File: config.mk
export PLATFORM = sky130hd
export DESIGN_NAME = multicycle_sequencer
export DESIGN_NICKNAME = d
export VERILOG_FILES = /design/src/rtl/multicycle_sequencer.sv
export SDC_FILE = /design/constraint.sdc
export NUM_CORES = 1
export LEC_CHECK = 0
export CAP_MARGIN = 20
export CORE_MARGIN = 2
export CORE_UTILIZATION = 41
export CTS_CLUSTER_SIZE = 24
export DETAILED_ROUTE_END_ITERATION = 8
export PLACE_DENSITY_LB_ADDON = 0.15
export REMOVE_ABC_BUFFERS = 1
export SYNTH_ARGS = -nofsm -noshare
export SYNTH_HDL_FRONTEND = slang
export SYNTH_SLANG_ARGS = --single-unit
File: constraint.sdc
create_clock -name clk -period 1.9 [get_ports clk]
set_clock_uncertainty 0.2 [all_clocks]
set_input_delay 0.38 -clock clk [delete_from_list [all_inputs] [get_ports clk]]
set_output_delay 0.38 -clock clk [all_outputs]
set_load 0.01 [all_outputs]
File: src/rtl/multicycle_sequencer.sv
// Multi-cycle control FSM for the 8-bit accumulator datapath: sequences register
// loads, mux selects and memory strobes so each instruction takes 2-4 cycles.
//
// state  | meaning
// -------+--------------------------------------------------------------
// FETCH  | read mem[PC] into IR, PC <= PC+1
// DECODE | load DI; two-byte ops also read mem[PC] into TR, PC <= PC+1
// LDA1   | read mem[TR] into TR
// LDA2   | write TR[12:5] to rd
// STA    | write rd to mem[TR]
// JMP    | PC <= TR
// BR     | PC <= TR when jump_taken
// ALU    | reg-reg ALU op, latch result and flags
// ALUI   | ALU op with immediate TR, latch result and flags
// WB     | write ALU result to IR[3:2] register
// WBI    | write ALU result to DI[4:3] register
// MOV    | copy reg1 to dest, flags from RF
// HALT   | parked until reset
module multicycle_sequencer (
    input  logic       clk,
    input  logic       rst,
    input  logic [3:0] instruction,
    input  logic       jump_taken,
    output logic       ld_PC,
    output logic       ld_IR,
    output logic       ld_DI,
    output logic       ld_TR,
    output logic       ld_ALU,
    output logic       ld_CZN,
    output logic       sel_PC_src_JUMP,
    output logic       sel_MEM_src_PC,
    output logic       sel_MEM_src_TR,
    output logic       MEM_read,
    output logic       MEM_write,
    output logic       sel_IR_3_2,
    output logic       sel_DI_4_3,
    output logic       write_reg_en,
    output logic       sel_RF_write_src_TR_12_5,
    output logic       sel_RF_write_src_reg1,
    output logic       sel_RF_write_src_ALU,
    output logic       sel_ALU_src_reg1,
    output logic       sel_ALU_src_TR,
    output logic       sel_CZN_src_ALU,
    output logic       sel_CZN_src_RF,
    output logic       halted
);

    typedef enum logic [3:0] {
        S_FETCH, S_DECODE, S_LDA1, S_LDA2, S_STA, S_JMP, S_BR,
        S_ALU, S_ALUI, S_WB, S_WBI, S_MOV, S_HALT
    } state_t;

    state_t state;
    state_t state_nx;
    logic   two_byte;

    assign two_byte = (instruction[3:2] == 2'b00) || (instruction[3:2] == 2'b10);

    always_ff @(posedge clk or posedge rst) begin
        if (rst) state <= S_FETCH;
        else     state <= state_nx;
    end

    always_comb begin
        state_nx = state;
        case (state)
            S_FETCH:  state_nx = S_DECODE;
            S_DECODE: begin
                casez (instruction)
                    4'b0000: state_nx = S_LDA1;
                    4'b0001: state_nx = S_STA;
                    4'b0010: state_nx = S_JMP;
                    4'b0011: state_nx = S_BR;
                    4'b01??: state_nx = S_ALU;
                    4'b10??: state_nx = S_ALUI;
                    4'b1100: state_nx = S_MOV;
                    4'b1101: state_nx = S_FETCH;
                    default: state_nx = S_HALT;
                endcase
            end
            S_LDA1:   state_nx = S_LDA2;
            S_ALU:    state_nx = S_WB;
            S_ALUI:   state_nx = S_WBI;
            S_HALT:   state_nx = S_HALT;
            default:  state_nx = S_FETCH;
        endcase
    end

    // Outputs are gated by rst so nothing strobes while reset is held,
    // even though the state register already sits in FETCH.
    always_comb begin
        ld_PC = 1'b0;  ld_IR = 1'b0;  ld_DI = 1'b0;  ld_TR = 1'b0;
        ld_ALU = 1'b0; ld_CZN = 1'b0; sel_PC_src_JUMP = 1'b0;
        sel_MEM_src_PC = 1'b0; sel_MEM_src_TR = 1'b0;
        MEM_read = 1'b0; MEM_write = 1'b0;
        sel_IR_3_2 = 1'b0; sel_DI_4_3 = 1'b0; write_reg_en = 1'b0;
        sel_RF_write_src_TR_12_5 = 1'b0; sel_RF_write_src_reg1 = 1'b0;
        sel_RF_write_src_ALU = 1'b0;
        sel_ALU_src_reg1 = 1'b0; sel_ALU_src_TR = 1'b0;
        sel_CZN_src_ALU = 1'b0; sel_CZN_src_RF = 1'b0;
        halted = 1'b0;
        if (!rst) begin
            case (state)
                S_FETCH: begin
                    MEM_read = 1'b1; sel_MEM_src_PC = 1'b1;
                    ld_IR = 1'b1;    ld_PC = 1'b1;
                end
                S_DECODE: begin
                    ld_DI = 1'b1;
                    if (two_byte) begin
                        MEM_read = 1'b1; sel_MEM_src_PC = 1'b1;
                        ld_TR = 1'b1;    ld_PC = 1'b1;
                    end
                end
                S_LDA1: begin
                    MEM_read = 1'b1; sel_MEM_src_TR = 1'b1; ld_TR = 1'b1;
                end
                S_LDA2: begin
                    write_reg_en = 1'b1; sel_DI_4_3 = 1'b1;
                    sel_RF_write_src_TR_12_5 = 1'b1;
                end
                S_STA: begin
                    MEM_write = 1'b1; sel_MEM_src_TR = 1'b1; sel_DI_4_3 = 1'b1;
                end
                S_JMP: begin
                    ld_PC = 1'b1; sel_PC_src_JUMP = 1'b1;
                end
                S_BR: begin
                    ld_PC = jump_taken; sel_PC_src_JUMP = jump_taken;
                end
                S_ALU: begin
                    sel_IR_3_2 = 1'b1; sel_ALU_src_reg1 = 1'b1;
                    ld_ALU = 1'b1; ld_CZN = 1'b1; sel_CZN_src_ALU = 1'b1;
                end
                S_ALUI: begin
                    sel_DI_4_3 = 1'b1; sel_ALU_src_TR = 1'b1;
                    ld_ALU = 1'b1; ld_CZN = 1'b1; sel_CZN_src_ALU = 1'b1;
                end
                S_WB: begin
                    write_reg_en = 1'b1; sel_IR_3_2 = 1'b1; sel_RF_write_src_ALU = 1'b1;
                end
                S_WBI: begin
                    write_reg_en = 1'b1; sel_DI_4_3 = 1'b1; sel_RF_write_src_ALU = 1'b1;
                end
                S_MOV: begin
                    write_reg_en = 1'b1; sel_IR_3_2 = 1'b1; sel_RF_write_src_reg1 = 1'b1;
                    ld_CZN = 1'b1; sel_CZN_src_RF = 1'b1;
                end
                S_HALT:  halted = 1'b1;
                default: halted = 1'b0;
            endcase
        end
    end

endmodule

After elaboration in Yosys (flattened, before gate mapping) --
Index checks and enable logic that the tools add are counted.
Cells by class: equal/unequal tests 19, multiplexer cells 43, reduce and logical (&&, ||, !) cells 13
Operators with widths (count):
- $mux 1 | 36
- $pmux 4 s8 | 1
- $eq 4x4->1 const B | 7
- $pmux 4 s6 | 1
- $eq 4x2->1 const B | 4
- $eq 4x3->1 const B | 4
- $reduce_or 2->1 | 5
- $eq 4x1->1 const B | 2
- $logic_not 4->1 | 2
- $pmux 1 s2 | 4
- $reduce_or 4->1 | 2
- $reduce_or 3->1 | 2
- $pmux 1 s3 | 1
- $eq 2x1->1 const B | 1
- $eq 2x2->1 const B | 1
- $logic_not 2->1 | 1
- $logic_or 1x1->1 | 1
Word-level totals: register bits after elaboration 4, input port bits 7, output and inout port bits 22, logic and storage cells 76

Logic depth before layout (Yosys ltp) --
Gate-level depths: netlist (run 1).
depth in word-level cells 5, mapped depth 6, mapped depth without buffers 6

Worst setup path before layout (run 1) --
No wires, ideal clock.
path kind reg2out, start point register state[0], end point output port sel_CZN_src_ALU, data arrival time 1.400 ns, data required time 1.320 ns, path slack -0.080 ns, stages on the path, launching flop included 7, path buffers 3, cells stage by stage dfrtp_1 -> buf_2 -> or2_1 -> buf_2 -> nor3_2 -> or2_1 -> buf_4
On the way: word-level cells in the longest chain between the ends 4, elaborated cells between the ends (all ways) 5, classes of those cells eq/ne (2); mux (2); reduce/logical (1)
RTL lines:
- from (decl) | RTL line 53 | state_t state;
- from (signal assigned) | RTL line 61 | else state <= state_nx;
- $eq 4x4->1 / $eq 4x3->1 (equally long branches)
- $reduce_or 2->1 (no source line) (*)
- $mux 1 (*) (2 in series)
- to (decl) | RTL line 43 | output logic sel_CZN_src_ALU,
Mark *: on every way between the ends. The rest lies on a longest branch, timed or not.

Worst setup path after layout (run 1) --
start point register state[3], end point output port ld_PC
On the way: word-level cells in the longest chain between the ends 4, elaborated cells between the ends (all ways) 7, classes of those cells eq/ne (3); mux (2); reduce/logical (2)
RTL lines:
- $eq 4x3->1 / $logic_not 4->1 (equally long branches) | RTL line 103 | case (state)
- $reduce_or 2->1 (no source line)
- $pmux 1 s3 (*) | RTL line 103
- $mux 1 (*) | RTL line 102 | if (!rst) begin
- to (decl) | RTL line 24 | output logic ld_PC,
Marks and branches as above.

==> results of run 1 <==
==> power groups by stage <==
stage                     Clock, W  Sequential, W  Combinational, W
after floorplan                  0       0.000233          0.000491
after global placement           0       0.000167           0.00118
after detailed placement         0       0.000170           0.00120
after CTS                 0.000110       0.000185           0.00134
after global routing      0.000124       0.000194           0.00199
final                     0.000114       0.000191           0.00192
==> worst reg2reg max path: stages, from the launching register on <==
cell and delay [ps]:
dfrtp_1 380, buf_6 140, buf_8 130, buf_4 150
nand2b_1 160, a2111oi_1 410, a211o_1 190
==> cells by family (layout without fill, tap and decap cells) <==
group / after synthesis / after routing / share of synthesized area, %
AND/OR/NAND/NOR: 42 / 42 / 32.91
buffers and inverters: 14 / 83 / 11.95
AO/OA/AOI/OAI: 30 / 30 / 29.97
flip-flops: 4 / 4 / 14.71
XOR/XNOR: 1 / 1 / 1.287
adder cells (fa/ha/maj): 5 / 5 / 9.191
==> per-layer routing <==
metal,track usage (%),vias to the layer above,wire length (um)
li1,-,477,-
met1,34.23,535,1411
met2,51.88,111,1944
met3,1.200,34,360
met4,5.455,0,208
met5,0,-,0
==> worst min-delay path by stage <==
stage | slack, ps | depth (start not counted) | startpoint | to
finish | 240 | 4 | rst | state[2]
global route | 240 | 4 | rst | state[2]
CTS | 200 | 4 | rst | state[2]
detailed placement | 460 | 2 | state[2] | state[0]
global placement | 420 | 2 | state[2] | state[0]
floorplan | -70 | 1 | rst | state[0]
==> through the flow <==
stage	total power, W	instance area [sq um]	worst slack (ps)	util (%)	hold WS, ps
floorplan	0.0007246	614.3	-87.78	-	-68.20
global placement	0.001344	1147	-777.1	75.29	422.6
detailed placement	0.001368	1147	-840.3	75.29	457.1
CTS	0.001634	1237	-147.8	81.20	203.5
global route	0.002306	1476	-387.5	96.88	243.6
finish	0.002229	1476	-303.8	96.88	235.3
==> synthesized netlist by cell type (2+ instances only) <==
master / number / area [sq um]
o21ai_0: 2 / 10.01
nor4_1: 2 / 12.51
o21a_1: 2 / 15.01
nor2b_1: 2 / 12.51
nand2_1: 5 / 18.77
dfrtp_1: 4 / 100.1
nor2_1: 16 / 60.06
nor3_1: 3 / 15.01
nand2b_1: 5 / 31.28
ha_1: 5 / 62.56
buf_4: 4 / 30.03
or2_1: 3 / 18.77
inv_1: 3 / 11.26
a21oi_1: 8 / 40.04
buf_2: 5 / 25.02
o32ai_1: 2 / 17.52
o21ai_1: 3 / 15.01
a211oi_1: 4 / 30.03
==> what timing repair did <==
item	in CTS	in global routing
endpoints found under the setup margin	26	20
buffers inserted	4	13
pin swaps	15	18
hold buffers	0	0
cloned	0	0
endpoints found under the hold margin	0	0
gates resized for setup	135	30
==> layout make-up <==
class                           instances  area share, %
Multi-Input combinational cell         78          47.03
Timing Repair Buffer                   76          42.12
Sequential cell                         4          6.949
Clock buffer                            3          1.525
Tap cell                               16          1.356
Inverter                                4          1.017
==> results.yml, run 1 <==
global_route:
  grt_max_degree: 11
  antenna_found_initial: 0
  grt_pass1_vias: 927
  grt_pass1_wl_mm: 4.222
  grt_use_total_pct: 27.49
  grt_overflow: 0
layout:
  n_antenna_cell: 0
  nFillCells: 25
  layout_commonest_cell: "buf_4"
  multi_input_area_sq_um: 694.4
  final_cell_mix: "buf_4, buf_6, buf_2"
  area_growth_pct: 116.9
  largest_reg_flops: 4
  final_nets: 179
  stdcell_count: 181
  top_regs: "state x4"
  drive_gt1_share_pct: 67.27
  ff_latch_area_sq_um: 102.6
  regMostFlops: "state"
hold_path:
  hold_path_class: "input port to asynchronous set/reset pin"
pwr:
  powerDensity_nw_per_um2: 1510
  p_leak_nw: 0.6872
  pwr-share-seq_pct: 8.6
  clockPowerShare_pct: 5.1
  power_switching_w: 0.001051
  p_sw_share_pct: 47.13
  comb_power_share_pct: 86.3
  ir_drop_uv: 1165
  power.internal_w: 0.001179
setup_path:
  cp_slowest_cell: "dfrtp_1"
  crit_path_end_kind: "output pin"
  critPathKind: "flop to output pin"
  crit_path_max_fanout: 5
  reg2reg_slack_ps: 80
  critPathLaunch: "state[3]"
  path_depth: 6
  required_ps: 1320
  crit_path_start_kind: "flop"
  critPathTopFamily: "flip-flops"
  regToRegEndpoint: "state[1]"
  ff2ff_path_depth: 6
  crit_path_max_incr_delay_ps: 380
  crit_chain: "buf_6 > nand2b_4 > nor2_1 > a21oi_1 > o22ai_1 > buf_2"
  cp_num_buf_inv: 2
  arrival_ps: 1620
  endpoint: "ld_PC"
  r2r_start: "state[3]"
floorplanning:
  core-area_sq_um: 1524
  start_util_pct: 44.66
  die-width_um: 44.75
  die_area_sq_um: 2002
  rows: 14
  die_h_um: 44.75
  pin_count: 29
yosys:
  postSynthCellCount: 96
  ys.flop_type: "dfrtp_1"
  ys_seq_elements: 4
  yosysSeqAreaShare_pct: 14.71
  syn-mean-instance-area_sq_um: 7.090
  yosysUniqueCellTypes: 36
  syn_area_sq_um: 680.7
  synth-edff-count: 0
  yosys_warnings: 0
  ys_async_sr_fraction_pct: 100.0
sta:
  rsz0062_at_grt: "yes"
  finalSetupTns_ps: -2963
  max_slew.worst_pin.slew_ps: 368.7
  setup_slack_ps: -303.8
  timing.final.crit_share_pct: 116.0
  maxSlewViolCount: 0
  fmax_ghz: 0.4538
  setup_violations: 24
  finalHoldViolCount: 0
  min_period_ps: 2204
  slew-limit-headroom_pct: 75.36
cts:
  cts_num_sinks: 4
  htree_levels: 1
  cts_buffers: 3
  path_clk_slew_ps: 50
  root_buffer: "clkbuf_4"
  cts_tree: "done"
  clock_path_buffers: 2
  clock_latency_ps: 240
route:
  drc: 0
  ant_nets: 0
  vias: 1157
  wirelength_mm: 3.924
  dr.first_iter.drc_count: 70
  dr.pass1.iters: 4
  wire_per_inst_um: 21.68
  routed_via_density: 6.392
job:
  maxCapViolCount: 0
status:
  status: "complete, but fails checks"
  violations: "setup timing"
placed_design:
  gp_congestion: 0.8180
  post-dp-hpwl_mm: 1.778
  dp.cells: 161
  port_buffers: 28
No activity file was read; power rests on OpenSTA's default activity.
==> inputs of run 2 (changes only) <==
--- a/config.mk
+++ b/config.mk
@@ -12,6 +12,7 @@
 export DETAILED_ROUTE_END_ITERATION = 8
 export PLACE_DENSITY_LB_ADDON = 0.15
 export REMOVE_ABC_BUFFERS = 1
+export SKIP_CTS_REPAIR_TIMING = 1
 export SYNTH_ARGS = -nofsm -noshare
 export SYNTH_HDL_FRONTEND = slang
 export SYNTH_SLANG_ARGS = --single-unit
==> results.yml, run 2 (same netlist as run 1, synthesis figures left out) <==
placed_design:
  post-dp-hpwl_mm: 1.778
  post-place-ws_ps: -840.3
  dp.cells: 161
  port_buffers: 28
  gp_congestion: 0.8180
setup_path:
  crit_path_end_kind: "output pin"
  cp_slowest_cell: "or3_4"
  critPathKind: "flop to output pin"
  crit_chain: "or3_4 > nor2_4 > a21oi_1 > o22ai_1 > buf_2"
  crit_path_max_incr_delay_ps: 430
  required_ps: 1320
  crit_path_max_fanout: 4
  crit_path_start_kind: "flop"
  arrival_ps: 1530
route:
  dr.pass1.iters: 4
  ant_nets: 0
  vias: 961
  wirelength_mm: 2.560
  routed_via_density: 5.789
  drc: 0
  wire_per_inst_um: 15.42
  dr.first_iter.drc_count: 28
status:
  status: "complete, but fails checks"
  violations: "setup timing"
cts:
  cts_buffers: 3
  root_buffer: "clkbuf_4"
  clock_path_buffers: 2
  htree_levels: 1
  cts_num_sinks: 4
  clock_latency_ps: 230
  path_clk_slew_ps: 40
  cts_tree: "done"
sta:
  finalSetupTns_ps: -1540
  slew-limit-headroom_pct: 79.07
  rsz0062_at_grt: "yes"
  timing.hold.ws_ps: 151.9
  finalHoldViolCount: 0
  setup_slack_ps: -209.4
  max_slew.worst_pin.slew_ps: 313.2
  setup_violations: 17
  min_period_ps: 2109
  maxSlewViolCount: 0
  fmax_ghz: 0.4741
  timing.final.crit_share_pct: 111.0
floorplanning:
  die_area_sq_um: 2002
  rows: 14
  pin_count: 29
  die_h_um: 44.75
  core-area_sq_um: 1524
  start_util_pct: 44.66
  die-width_um: 44.75
pwr:
  powerDensity_nw_per_um2: 1298
  ir_drop_uv: 923.3
  p_leak_nw: 0.7146
  finalPower_w: 0.001663
layout:
  final_cell_mix: "buf_4, dlymetal6s2s_1, nor2_1, buf_6, buf_2"
  layout_commonest_cell: "buf_4"
  top_regs: "state x4"
  area_growth_pct: 88.24
  final_nets: 164
  n_antenna_cell: 0
  drive_gt1_share_pct: 50.67
  stdcell_count: 166
  regMostFlops: "state"
  largest_reg_flops: 4
global_route:
  grt_pass1_wl_mm: 3.726
  grtUsageMet2_pct: 44.06
  top_usage_layer: "met2"
  grt_use_met3_pct: 0.8000
  antenna_found_initial: 0
  grt_max_degree: 12
  grt_pass1_vias: 885
  grt_use_total_pct: 24.11
  grt_overflow: 0
  globalRouteMet1Util_pct: 30.15
hold_path:
  hold_path_class: "input port to asynchronous set/reset pin"
job:
  maxCapViolCount: 0
run 2: critical path: cells and delay by family (launching register included):
kind	cells	cell delay (ps)
DFF	1	390
buffers and inverters	1	160
AOI/OAI and AO/OA	2	230
and+or+nand+nor	2	520
run 2: through the flow:
stage / area, sq um / utilization [%]
2_1_floorplan: 614.3 / -
3_3_place_gp: 1147 / 75.29
3_5_place_dp: 1147 / 75.29
4_1_cts: 1170 / 76.77
5_1_grt: 1281 / 84.07
6_report: 1281 / 84.07
run 2: path summary, 6_finish.rpt:
kind | slack (ps) | from | cells after the start | to
worst max-delay path | -210 | state[2] | 5 | ld_PC
worst min-delay path | 150 | rst | 4 | state[2]
worst max register to register | 300 | state[3] | 5 | state[1]
worst min register to register | 500 | state[1] | 2 | state[3]
max in group asynchronous | 1230 | rst | 4 | state[0]
min in group clk | 500 | state[1] | 2 | state[3]
run 2: where the power goes:
part | switching, W | internal [W]
Sequential | 0.0000536 | 0.000130
Combinational | 0.000668 | 0.000703
Clock | 0.0000368 | 0.0000708
run 2: final cells by class:
| type | instances | area, sq um |
|---|---|---|
| clock buffers | 3 | 22.52 |
| flip-flops and latches | 4 | 102.6 |
| inverters | 4 | 15.01 |
| fillers | 94 | 242.7 |
| multi-input cells | 78 | 601.8 |
| repair buffers | 61 | 519.2 |
| well taps | 16 | 20.02 |
run 2: per-layer routing:
layer  part of all wire (%)  vias to the layer above  wire length (um)
li1                       -                      449                 -
met1                     39                      459              1001
met2                     53                       47              1365
met3                    5.4                        6               138
met4                    2.1                        0                54
met5                      0                        -                 0
==> inputs of run 3 (changes only) <==
--- a/config.mk
+++ b/config.mk
@@ -5,12 +5,14 @@
 export SDC_FILE = /design/constraint.sdc
 export NUM_CORES = 1
 export LEC_CHECK = 0
+export ABC_AREA = 1
 export CAP_MARGIN = 20
 export CORE_MARGIN = 2
-export CORE_UTILIZATION = 41
+export CORE_UTILIZATION = 40
+export CTS_CLUSTER_DIAMETER = 50
 export CTS_CLUSTER_SIZE = 24
 export DETAILED_ROUTE_END_ITERATION = 8
-export PLACE_DENSITY_LB_ADDON = 0.15
+export PLACE_DENSITY = 0.85
 export REMOVE_ABC_BUFFERS = 1
 export SKIP_CTS_REPAIR_TIMING = 1
 export SYNTH_ARGS = -nofsm -noshare
==> results.yml, run 3 <==
status:
  status: "complete, but fails checks"
  violations: "setup timing"
global_route:
  globalRouteMet1Util_pct: 22.96
  grt_pass1_wl_mm: 2.884
  grt_use_total_pct: 19.71
  grt_overflow: 0
  grt_use_met3_pct: 2.500
  antenna_found_initial: 0
  top_usage_layer: "met2"
  grtUsageMet2_pct: 37.06
  grt_pass1_vias: 736
  grt_max_degree: 10
floorplanning:
  core-area_sq_um: 1489
  start_util_pct: 42.18
  die_h_um: 43.63
  pin_count: 29
  die_area_sq_um: 1903
  die-width_um: 43.63
  rows: 14
yosys:
  post-synth-top-count-cell: "nand2_1"
  synth-edff-count: 0
  syn-mean-instance-area_sq_um: 5.870
  synth_largest_area_cell: "nand2_1"
  yosys_warnings: 0
  postSynthCellCount: 107
  synth.area.top_cells: "nand2_1, dfrtp_1, ha_1, nor2_1, nand3_1"
  yosysUniqueCellTypes: 25
  yosysSeqAreaShare_pct: 15.94
  ys_seq_elements: 4
  synth_top_area_share_pct: 17.33
  ys_async_sr_fraction_pct: 100.0
  synthTopCellsByCount: "nand2_1, nor2_1, inv_1"
  syn_area_sq_um: 628.1
  ys.flop_type: "dfrtp_1"
setup_path:
  ff2ff_path_depth: 7
  regToRegEndpoint: "state[2]"
  r2r_start: "state[0]"
  required_ps: 1320
  crit_path_end_kind: "output pin"
  critPathKind: "flop to output pin"
  crit_path_start_kind: "flop"
  arrival_ps: 1450
  reg2reg_slack_ps: 450
  crit_path_max_fanout: 6
sta:
  setup_slack_ps: -130.7
  setup_violations: 10
  maxSlewViolCount: 0
  fmax_ghz: 0.4924
  slew-limit-headroom_pct: 78.88
  timing.final.crit_share_pct: 106.9
  timing.hold.ws_ps: 222.7
  rsz0062_at_grt: "yes"
  finalHoldViolCount: 0
  min_period_ps: 2031
  max_slew.worst_pin.slew_ps: 316.3
pwr:
  p_leak_nw: 0.7887
  powerDensity_nw_per_um2: 1086
  clockPowerShare_pct: 8.1
  power_switching_w: 0.0005912
  pwr-share-seq_pct: 16.7
  ir_drop_uv: 733.6
  power.internal_w: 0.0006222
  p_sw_share_pct: 48.72
  comb_power_share_pct: 75.2
layout:
  final_cell_mix: "nand2_1, buf_4, nor2_1, dlymetal6s2s_1"
  top_regs: "state x4"
  fin_area_sq_um: 1117
  n_antenna_cell: 0
  layout_commonest_cell: "nand2_1"
  multi_input_area_sq_um: 481.7
  regMostFlops: "state"
  largest_reg_flops: 4
  ff_latch_area_sq_um: 105.1
  nFillCells: 112
  final_nets: 172
  drive_gt1_share_pct: 48.10
  area_growth_pct: 77.89
route:
  routed_via_density: 4.753
  drc: 0
  ant_nets: 0
  wirelength_mm: 1.961
  vias: 827
  dr.first_iter.drc_count: 13
  wire_per_inst_um: 11.27
  dr.pass1.iters: 4
placed_design:
  port_buffers: 28
  post_dp_cell_area_sq_um: 1025
  gp_congestion: 0.8852
  post-place-ws_ps: -782.4
  post-dp-hpwl_mm: 1.438
cts:
  cts_tree: "done"
  path_clk_slew_ps: 40
  cts_num_sinks: 4
  clock_latency_ps: 230
  clock_path_buffers: 2
  cts_buffers: 3
  root_buffer: "clkbuf_4"
  htree_levels: 1
job:
  maxCapViolCount: 0
hold_path:
  hold_path_class: "input port to asynchronous set/reset pin"
==> run 3: kinds of logic after synthesis <==
kind of cell    count (synthesis)  synth area share (%)
fa+ha+maj                       5                 9.960
flops                           4                 15.94
simple gates                   70                 52.59
compound gates                  6                 5.776
buf+inv                        22                 15.73
==> run 3: cell type report <==
| cell class | instances | share of cell area [%] |
|---|---|---|
| repair buffers | 52 | 37.40 |
| inverters | 18 | 6.271 |
| well taps | 16 | 1.792 |
| flip-flops and latches | 4 | 9.407 |
| clock buffers | 3 | 2.016 |
| multi-input cells | 81 | 43.11 |
==> run 3: power groups by stage <==
| stage | clock network [W] | registers, W | logic (W) |
|---|---|---|---|
| global placement | 0 | 0.000180 | 0.000827 |
| global route | 0.000112 | 0.000209 | 0.00100 |
| finish | 0.0000987 | 0.000203 | 0.000912 |
| CTS | 0.000105 | 0.000183 | 0.000848 |
| floorplan | 0 | 0.000173 | 0.000426 |
| detailed placement | 0 | 0.000184 | 0.000845 |
==> run 3: critical path: stages (launching register included) <==
cell and delay [ps]:
dfrtp_2 450, buf_4 160, buf_4 100, nand2_2 60
nor2_4 130, nand3_2 100, nand3_1 100, clkbuf_2 130
==> run 3: worst max-delay path by stage <==
stage | from | to | slack [ps] | cells after the start
2_1_floorplan | instruction[2] | ld_PC | 160 | 5
3_3_place_gp | instruction[2] | ld_PC | -760 | 7
3_5_place_dp | instruction[2] | ld_PC | -780 | 7
4_1_cts | instruction[2] | ld_PC | -780 | 7
5_1_grt | state[2] | sel_MEM_src_TR | -210 | 6
6_report | state[0] | ld_PC | -130 | 7
==> run 3: through the flow <==
stage	TNS (ps)	std cells	power [W]	utilization [%]
6_report	-687.4	174	0.001213	75.04
3_5_place_dp	-10880	164	0.001029	68.82
4_1_cts	-10870	167	0.001136	70.34
3_3_place_gp	-10500	164	0.001007	68.82
5_1_grt	-2017	174	0.001325	75.04
2_1_floorplan	0	103	0.0005995	-
==> run 3: layer usage <==
metal  vias up  part of all wire, %
met5         -                    0
met4         0                    0
met3         0                  6.5
met2        37                   53
met1       355                   40
li1        435                    -
